[config.mk]
export PLATFORM = sky130hd
export DESIGN_NAME = core_run_ctrl
export DESIGN_NICKNAME = d
export VERILOG_FILES = /design/src/rtl/core_run_ctrl_pkg.sv /design/src/rtl/aux_debounce.sv /design/src/rtl/core_run_ctrl.sv
export SDC_FILE = /design/constraint.sdc
export NUM_CORES = 1
export LEC_CHECK = 0
export ABC_AREA = 1
export CORE_MARGIN = 5
export CORE_UTILIZATION = 36
export CTS_BUF_LIST = sky130_fd_sc_hd__clkbuf_2 sky130_fd_sc_hd__clkbuf_4 sky130_fd_sc_hd__clkbuf_8
export DETAILED_ROUTE_END_ITERATION = 6
export GPL_ROUTABILITY_DRIVEN = 0
export GPL_TIMING_DRIVEN = 1
export PLACE_DENSITY_LB_ADDON = 0.12
export SYNTH_ARGS = -nofsm -noshare
export SYNTH_HDL_FRONTEND = slang
export SYNTH_HIERARCHICAL = 1
export SYNTH_SLANG_ARGS = --single-unit
[constraint.sdc]
create_clock -name clk -period 4.4 [get_ports clk]
set_input_delay 1.1 -clock clk [delete_from_list [all_inputs] [get_ports clk]]
set_output_delay 1.1 -clock clk [all_outputs]
set_load 0.01 [all_outputs]
[src/rtl/core_run_ctrl_pkg.sv]
// Shared definitions for the core run controller: run-state encodings,
// display width and the display-mux selector used by the board top level.
// Optional feature macro: RUN_CTRL_CYCLE_LIMIT_EN (adds the LIMIT state).
package core_run_ctrl_pkg;

  // Width of the encoded run state shown on the board display.
  localparam int unsigned RUN_STATE_W = 3;

  // Display data mux selector that routes run_state to the seven-segment display.
  localparam logic [3:0] MUX_DISP_DATA_RUN_ST = 4'd5;

  typedef enum logic [RUN_STATE_W-1:0] {
    RUN_ST_RUN    = 3'd0,
    RUN_ST_PAUSE  = 3'd1,
    RUN_ST_STEP   = 3'd2,
    RUN_ST_HALTED = 3'd3,
    RUN_ST_BRKPT  = 3'd4
`ifdef RUN_CTRL_CYCLE_LIMIT_EN
    ,
    RUN_ST_LIMIT  = 3'd5
`endif
  } run_state_e;

endpackage

[src/rtl/aux_debounce.sv]
// Button conditioner: 2-flop synchroniser, stability counter and a one-clock
// pulse on each accepted rising edge of the stable level. Release is silent.
module aux_debounce #(
  parameter int unsigned DebounceCnt = 20000
) (
  input  logic clk,
  input  logic rst_n,
  input  logic btn_i,
  output logic press_o
);

  localparam int unsigned CntW = $clog2(DebounceCnt + 1);
  localparam logic [CntW-1:0] CntLast = CntW'(DebounceCnt - 1);

  logic [1:0]      sync_q;
  logic            stable_q;
  logic [CntW-1:0] cnt_q;
  logic            press_q;

  // Synchronise, then accept a new level only after DebounceCnt steady cycles.
  // NOTE: sequential state uses non-blocking assignments so every flop samples pre-edge values.
  always_ff @(posedge clk or negedge rst_n) begin
    if (!rst_n) begin
      sync_q   <= '0;
      stable_q <= 1'b0;
      cnt_q    <= '0;
      press_q  <= 1'b0;
    end else begin
      sync_q  <= {sync_q[0], btn_i};
      press_q <= 1'b0;
      if (sync_q[1] != stable_q) begin
        if (cnt_q == CntLast) begin
          stable_q <= sync_q[1];
          cnt_q    <= '0;
          press_q  <= sync_q[1];
        end else begin
          cnt_q <= cnt_q + 1'b1;
        end
      end else begin
        // Any bounce back to the accepted level restarts the stability window.
        cnt_q <= '0;
      end
    end
  end

  assign press_o = press_q;

endmodule

[src/rtl/core_run_ctrl.sv]
// Run/pause/single-step/breakpoint sequencer for the soft core's enable.
// Optional feature macro: RUN_CTRL_CYCLE_LIMIT_EN adds tick_limit and the
// LIMIT state that stops the core after a programmed number of commits.
module core_run_ctrl
  import core_run_ctrl_pkg::*;
#(
  parameter int unsigned DebounceCnt = 20000,
  parameter int unsigned TickCntBit  = 32
) (
  input  logic                   clk,
  input  logic                   rst_n,
  input  logic                   btn_resume,
  input  logic                   btn_step,
  input  logic                   core_tick,
  input  logic                   halt,
  input  logic [31:0]            pc,
  input  logic                   bp_valid,
  input  logic [31:0]            bp_addr,
`ifdef RUN_CTRL_CYCLE_LIMIT_EN
  input  logic [TickCntBit-1:0]  tick_limit,
`endif
  output logic                   core_en,
  output logic [RUN_STATE_W-1:0] run_state,
  output logic [TickCntBit-1:0]  tick_cnt
);

  run_state_e            state_q;
  logic [TickCntBit-1:0] tick_cnt_q;
  logic                  bp_skip_q;
  logic                  resume_press;
  logic                  step_press;
  logic                  bp_hit;
  logic                  commit;

  aux_debounce #(.DebounceCnt(DebounceCnt)) u_db_resume (
    .clk     (clk),
    .rst_n   (rst_n),
    .btn_i   (btn_resume),
    .press_o (resume_press)
  );

  aux_debounce #(.DebounceCnt(DebounceCnt)) u_db_step (
    .clk     (clk),
    .rst_n   (rst_n),
    .btn_i   (btn_step),
    .press_o (step_press)
  );

  // bp_skip lets the breakpointed instruction through exactly once after resume.
  assign bp_hit = bp_valid && (pc == bp_addr) && !bp_skip_q;

  // Enable is combinational so the core is stopped before the breakpoint tick.
  // NOTE: every always_comb output gets a default first so no path infers a latch.
  always_comb begin
    core_en = 1'b0;
    if (state_q == RUN_ST_RUN) begin
      core_en = !bp_hit && !halt;
    end else if (state_q == RUN_ST_STEP) begin
      core_en = !halt;
    end
  end

  assign commit = core_tick && core_en;

`ifdef RUN_CTRL_CYCLE_LIMIT_EN
  logic limit_hit;
  // The commit taken at tick_limit-1 is the last one before LIMIT.
  assign limit_hit = commit && (tick_limit != '0) &&
                     (tick_cnt_q == tick_limit - TickCntBit'(1));
`endif

  // Run-state machine plus committed-tick counter and breakpoint skip flag.
  always_ff @(posedge clk or negedge rst_n) begin
    if (!rst_n) begin
      state_q    <= RUN_ST_RUN;
      tick_cnt_q <= '0;
      bp_skip_q  <= 1'b0;
    end else begin
      if (commit) begin
        tick_cnt_q <= tick_cnt_q + TickCntBit'(1);
        bp_skip_q  <= 1'b0;
      end
      case (state_q)
        RUN_ST_RUN: begin
          if (halt)            state_q <= RUN_ST_HALTED;
          else if (bp_hit)     state_q <= RUN_ST_BRKPT;
`ifdef RUN_CTRL_CYCLE_LIMIT_EN
          else if (limit_hit)  state_q <= RUN_ST_LIMIT;
`endif
          else if (step_press) state_q <= RUN_ST_PAUSE;
        end
        RUN_ST_PAUSE: begin
          if (step_press)        state_q <= RUN_ST_STEP;
          else if (resume_press) state_q <= RUN_ST_RUN;
        end
        RUN_ST_STEP: begin
          if (halt)        state_q <= RUN_ST_HALTED;
          else if (commit) state_q <= RUN_ST_PAUSE;
        end
        RUN_ST_BRKPT: begin
          if (step_press) begin
            state_q <= RUN_ST_STEP;
          end else if (resume_press) begin
            state_q   <= RUN_ST_RUN;
            bp_skip_q <= 1'b1;
          end
        end
        RUN_ST_HALTED: begin
          if (resume_press && !halt) state_q <= RUN_ST_RUN;
        end
`ifdef RUN_CTRL_CYCLE_LIMIT_EN
        RUN_ST_LIMIT: begin
          if (step_press) begin
            state_q <= RUN_ST_STEP;
          end else if (resume_press) begin
            state_q    <= RUN_ST_RUN;
            tick_cnt_q <= '0;
          end
        end
`endif
        default: state_q <= RUN_ST_RUN;
      endcase
    end
  end

  assign run_state = state_q;
  assign tick_cnt  = tick_cnt_q;

endmodule

==> Implementation_results.wiki <==
{| class="wikitable"
! Metric !! Value
|-
| Sequential fraction of the synthesis area || 36.0%
|-
| Hold/Removal Path Class || reg -> reg
|-
| Growth of design area from synthesis to finish || 28.1%
|-
| Routed Antenna Nets || 0
|-
| Drt total wl || 13600 µm
|-
| Area leader, netlist || sky130_fd_sc_hd__dfrtp_1
|-
| Number of different library cells in the post-synthesis netlist || 37
|-
| Synth Area in Simple Gates || 41.6%
|-
| Worst Path Buf+Inv || 4
|-
| Worst clock skew || 0.0142 ns
|-
| Required time of the critical path || 3.30 ns
|-
| Final setup violation count || 0
|-
| Overall power of the completed layout || 2.08 mW
|-
| Die height || 130 µm
|-
| Commonest cells in the netlist || 264 x sky130_fd_sc_hd__nand2_1, 104 x sky130_fd_sc_hd__nor2_1, 101 x sky130_fd_sc_hd__inv_1, 74 x sky130_fd_sc_hd__dfrtp_1, 32 x sky130_fd_sc_hd__xor2_1
|-
| Cell with the most instances after synthesis || sky130_fd_sc_hd__nand2_1
|-
| Chip width || 130 µm
|-
| Final period demand of the worst path || 4.03 ns
|-
| Max Root-Sink Buffers || 2
|-
| Family with the most delay on the worst path || buffers and inverters
|-
| I/O Pins || 107
|-
| Core region area || 13900 µm²
|-
| Slowest cell delay on critical path || 0.50 ns
|-
| Crit-path slowest cell || sky130_fd_sc_hd__clkdlybuf4s50_1
|-
| Storage element area || 1850 µm²
|-
| Total number of clock tree sinks || 74
|-
| Cell Rows || 43
|-
| Fraction of layout cells with a size suffix above 1 || 7.58%
|-
| Ant. Diodes || 0
|-
| Root buffer selected by CTS || sky130_fd_sc_hd__clkbuf_8
|-
| Most common flop cell mapped by yosys || sky130_fd_sc_hd__dfrtp_1
|-
| Setup repair after global routing missed its margin || no
|-
| Cell-by-cell trace of the critical path || clkdlybuf4s50_1 -> inv_2 -> nand2_1 -> nand2_1 -> inv_1 -> nand2_1 -> nor2_1 -> nand2_1 -> nor2_1 -> nand3_2 -> nand2_4 -> nand2_4 -> clkdlybuf4s50_1
|-
| Total area of multi-input combinational cells || 2810 µm²
|-
| Count of pins over their slew limit || 0
|-
| Post-CTS Repair Setup Buffers || 0
|-
| Seq cells post-synth || 74
|-
| Outcome || complete, no violations
|-
| Slew headroom || 37.1%
|-
| Worst setup SP type || primary input
|-
| Inserted Clock Buffers || 9
|-
| Synthesized-area fraction occupied by ao, oa, aoi and oai cells || 3.99%
|-
| Critical Path AT || 2.93 ns
|-
| Peak Freq || 0.248 GHz
|-
| Number of fill cells || 1375
|-
| Portion of netlist area occupied by mux cells || 0%
|-
| Largest driver fanout on the critical path || 3
|-
| Final-stage net count || 940
|-
| Initial antenna violation count || 0
|-
| Insertion delay to the later sink of the worst-skew pair || 0.36 ns
|-
| GRT Overall Usage || 16.8%
|-
| Number of buffers inserted for hold repair after clock tree synthesis || 0
|-
| Number of enable-type register cells in the synthesized netlist || 0
|-
| Vias in the first global route || 4796
|-
| Number of remaining DRC errors || 0
|-
| Fraction of registers with async set/reset || 100%
|-
| Maximum vdd drop || 0.198 mV
|-
| Critical Setup Path Class || in -> out
|-
| TritonRoute pass-1 iters || 4
|-
| Capturing element type of the critical path || output pin
|-
| Total of buffers placed on input and output ports || 106
|-
| Clock tree from TritonCTS || yes
|-
| Starting density of the core || 36.9%
|-
| Wire length of the first global-routing pass || 22600 µm
|-
| Synth Area in Adders || 0.729%
|-
| Maximum number of pins on one net before global-route repair || 75
|-
| Synthesized netlist cell count || 755
|-
| Setup slack of the critical path after layout || 0.373 ns
|-
| Fin. Hold Viols || 0
|-
| Initial DRC Count || 219
|-
| Share of the synthesized area in the top cell type || 36.0%
|-
| Clock H-tree levels || 3
|-
| Transition time at the pin with the least slew margin || 0.941 ns
|-
| Standby leakage power || 3.12 nW
|-
| Summed instance area of the synthesized netlist || 5150 µm²
|-
| Nets in the synthesized netlist || 829
|-
| Floorplan die area || 16800 µm²
|-
| Mean instance size in the synthesized netlist || 6.82 µm²
|-
| Placement-stage worst setup slack || 0.349 ns
|-
| Most common cell type on the critical path || sky130_fd_sc_hd__nand2_1
|-
| Final clock period utilization by the worst path || 91.5%
|-
| Detailed-route wire length per cell || 13.0 µm
|-
| Total Neg Setup Slack || 0 ns
|-
| Warnings, synthesis || 6
|-
| Number of max-cap violations || 0
|-
| Grt ovf || 0
|-
| Clock-pin transition on the worst setup and hold timing paths || 0.07 ns
|-
| DP HPWL || 10900 µm
|-
| Post-cts resize count || 0
|-
| Xor and xnor area share after synthesis || 8.31%
|-
| Main combinational cell family by area after synthesis || simple AND/OR/NAND/NOR gates
|-
| Vias after detailed routing || 4875
|-
| Power per cell area || 316 nW/µm²
|-
| Ratio of routed vias to standard cells || 4.64
|-
| Most area-consuming cells after synthesis || sky130_fd_sc_hd__dfrtp_1 36%, sky130_fd_sc_hd__nand2_1 19%, sky130_fd_sc_hd__nor2_1 7.6%, sky130_fd_sc_hd__inv_1 7.4%, sky130_fd_sc_hd__xor2_1 5.4%
|}
-- layout make-up --
cell class	instances	share of cell area [%]
clock buffers	12	2.32
clock inverters	4	1.14
inverters	111	6.32
multi-input cells	564	42.7
flip-flops and latches	74	28.1
well taps	180	3.42
repair buffers	106	16.1
-- stage by stage --
step                      hold WS [ns]  utilization, %  cells  instance area, µm²
after global routing             0.363            47.3   1051                6590
after CTS                        0.356            47.3   1051                6590
after global placement           0.332            45.7   1035                6360
after detailed placement         0.338            45.7   1035                6360
after floorplan                  0.331               -    755                5150
final                            0.353            47.3   1051                6590
-- sequential cells by signal (all words and copies together), names as in the netlist --
signal and flops:
u_db_step/cnt_q 15, bp_skip_q 1, u_db_step/sync_q 2, u_db_step/stable_q 1
u_db_resume/press_o 1, run_state 3, u_db_resume/stable_q 1, u_db_resume/cnt_q 15
tick_cnt 32, u_db_step/press_o 1, u_db_resume/sync_q 2
-- logic make-up (layout without fill, tap and decap cells) --
family | count (synthesis) | after routing
and+or+nand+nor | 477 | 477
buffers and inverters | 117 | 233
DFF | 74 | 74
xor gates and xnor gates | 48 | 48
AOI/OAI and AO/OA | 36 | 36
adders and majority gates | 3 | 3
-- worst reg2reg max path, cell delays in order, from the launching register on --
cell and delay (ns):
sky130_fd_sc_hd__dfrtp_1 0.46, sky130_fd_sc_hd__nor2_1 0.18, sky130_fd_sc_hd__nand2_1 0.09, sky130_fd_sc_hd__nor2_1 0.18, sky130_fd_sc_hd__nand2_4 0.10, sky130_fd_sc_hd__a21boi_4 0.75
sky130_fd_sc_hd__nand2_1 0.14, sky130_fd_sc_hd__o21ai_1 0.12
-- per-layer routing --
metal	vias up	routed length (µm)	global-route usage [%]
met5	-	0	0
met2	93	6760	28.6
li1	2558	-	-
met4	0	142	5.32
met3	13	707	4.25
met1	2211	6030	21.0
-- worst paths after layout --
kind	from	end	slack [ns]	cells past startpoint
setup / recovery	pc[25]	core_en	0.37	13
hold / removal	u_db_resume/sync_q[0]	u_db_resume/sync_q[1]	0.35	0
setup reg to reg	run_state[0]	tick_cnt[8]	2.30	7
hold reg to reg	u_db_resume/sync_q[0]	u_db_resume/sync_q[1]	0.35	0
max in group asynchronous	rst_n	u_db_resume/cnt_q[10]	2.92	1
min in group asynchronous	rst_n	tick_cnt[6]	0.89	1
-- power breakdown --
group	total [mW]	switching, mW	internal, mW	leakage (nW)
Combinational	0.618	0.327	0.291	2.00
Clock	0.607	0.260	0.348	0.110
Sequential	0.856	0.108	0.748	1.00
-- cells in the final DEF (no fill, tap or decap), types with 13 or more instances in the layout --
master / netlist / routed
sky130_fd_sc_hd__xnor2_1: 15 / 15
sky130_fd_sc_hd__xor2_1: 32 / 32
sky130_fd_sc_hd__nor3_1: 17 / 17
sky130_fd_sc_hd__clkdlybuf4s50_1: 0 / 105
sky130_fd_sc_hd__nand3_1: 22 / 22
sky130_fd_sc_hd__dfrtp_1: 74 / 74
sky130_fd_sc_hd__nand2_2: 13 / 13
sky130_fd_sc_hd__nand2_1: 264 / 264
sky130_fd_sc_hd__o21ai_1: 15 / 15
sky130_fd_sc_hd__inv_1: 101 / 101
sky130_fd_sc_hd__nand4_1: 22 / 22
sky130_fd_sc_hd__nor2_1: 104 / 104
(Power assumes the default switching activity.)
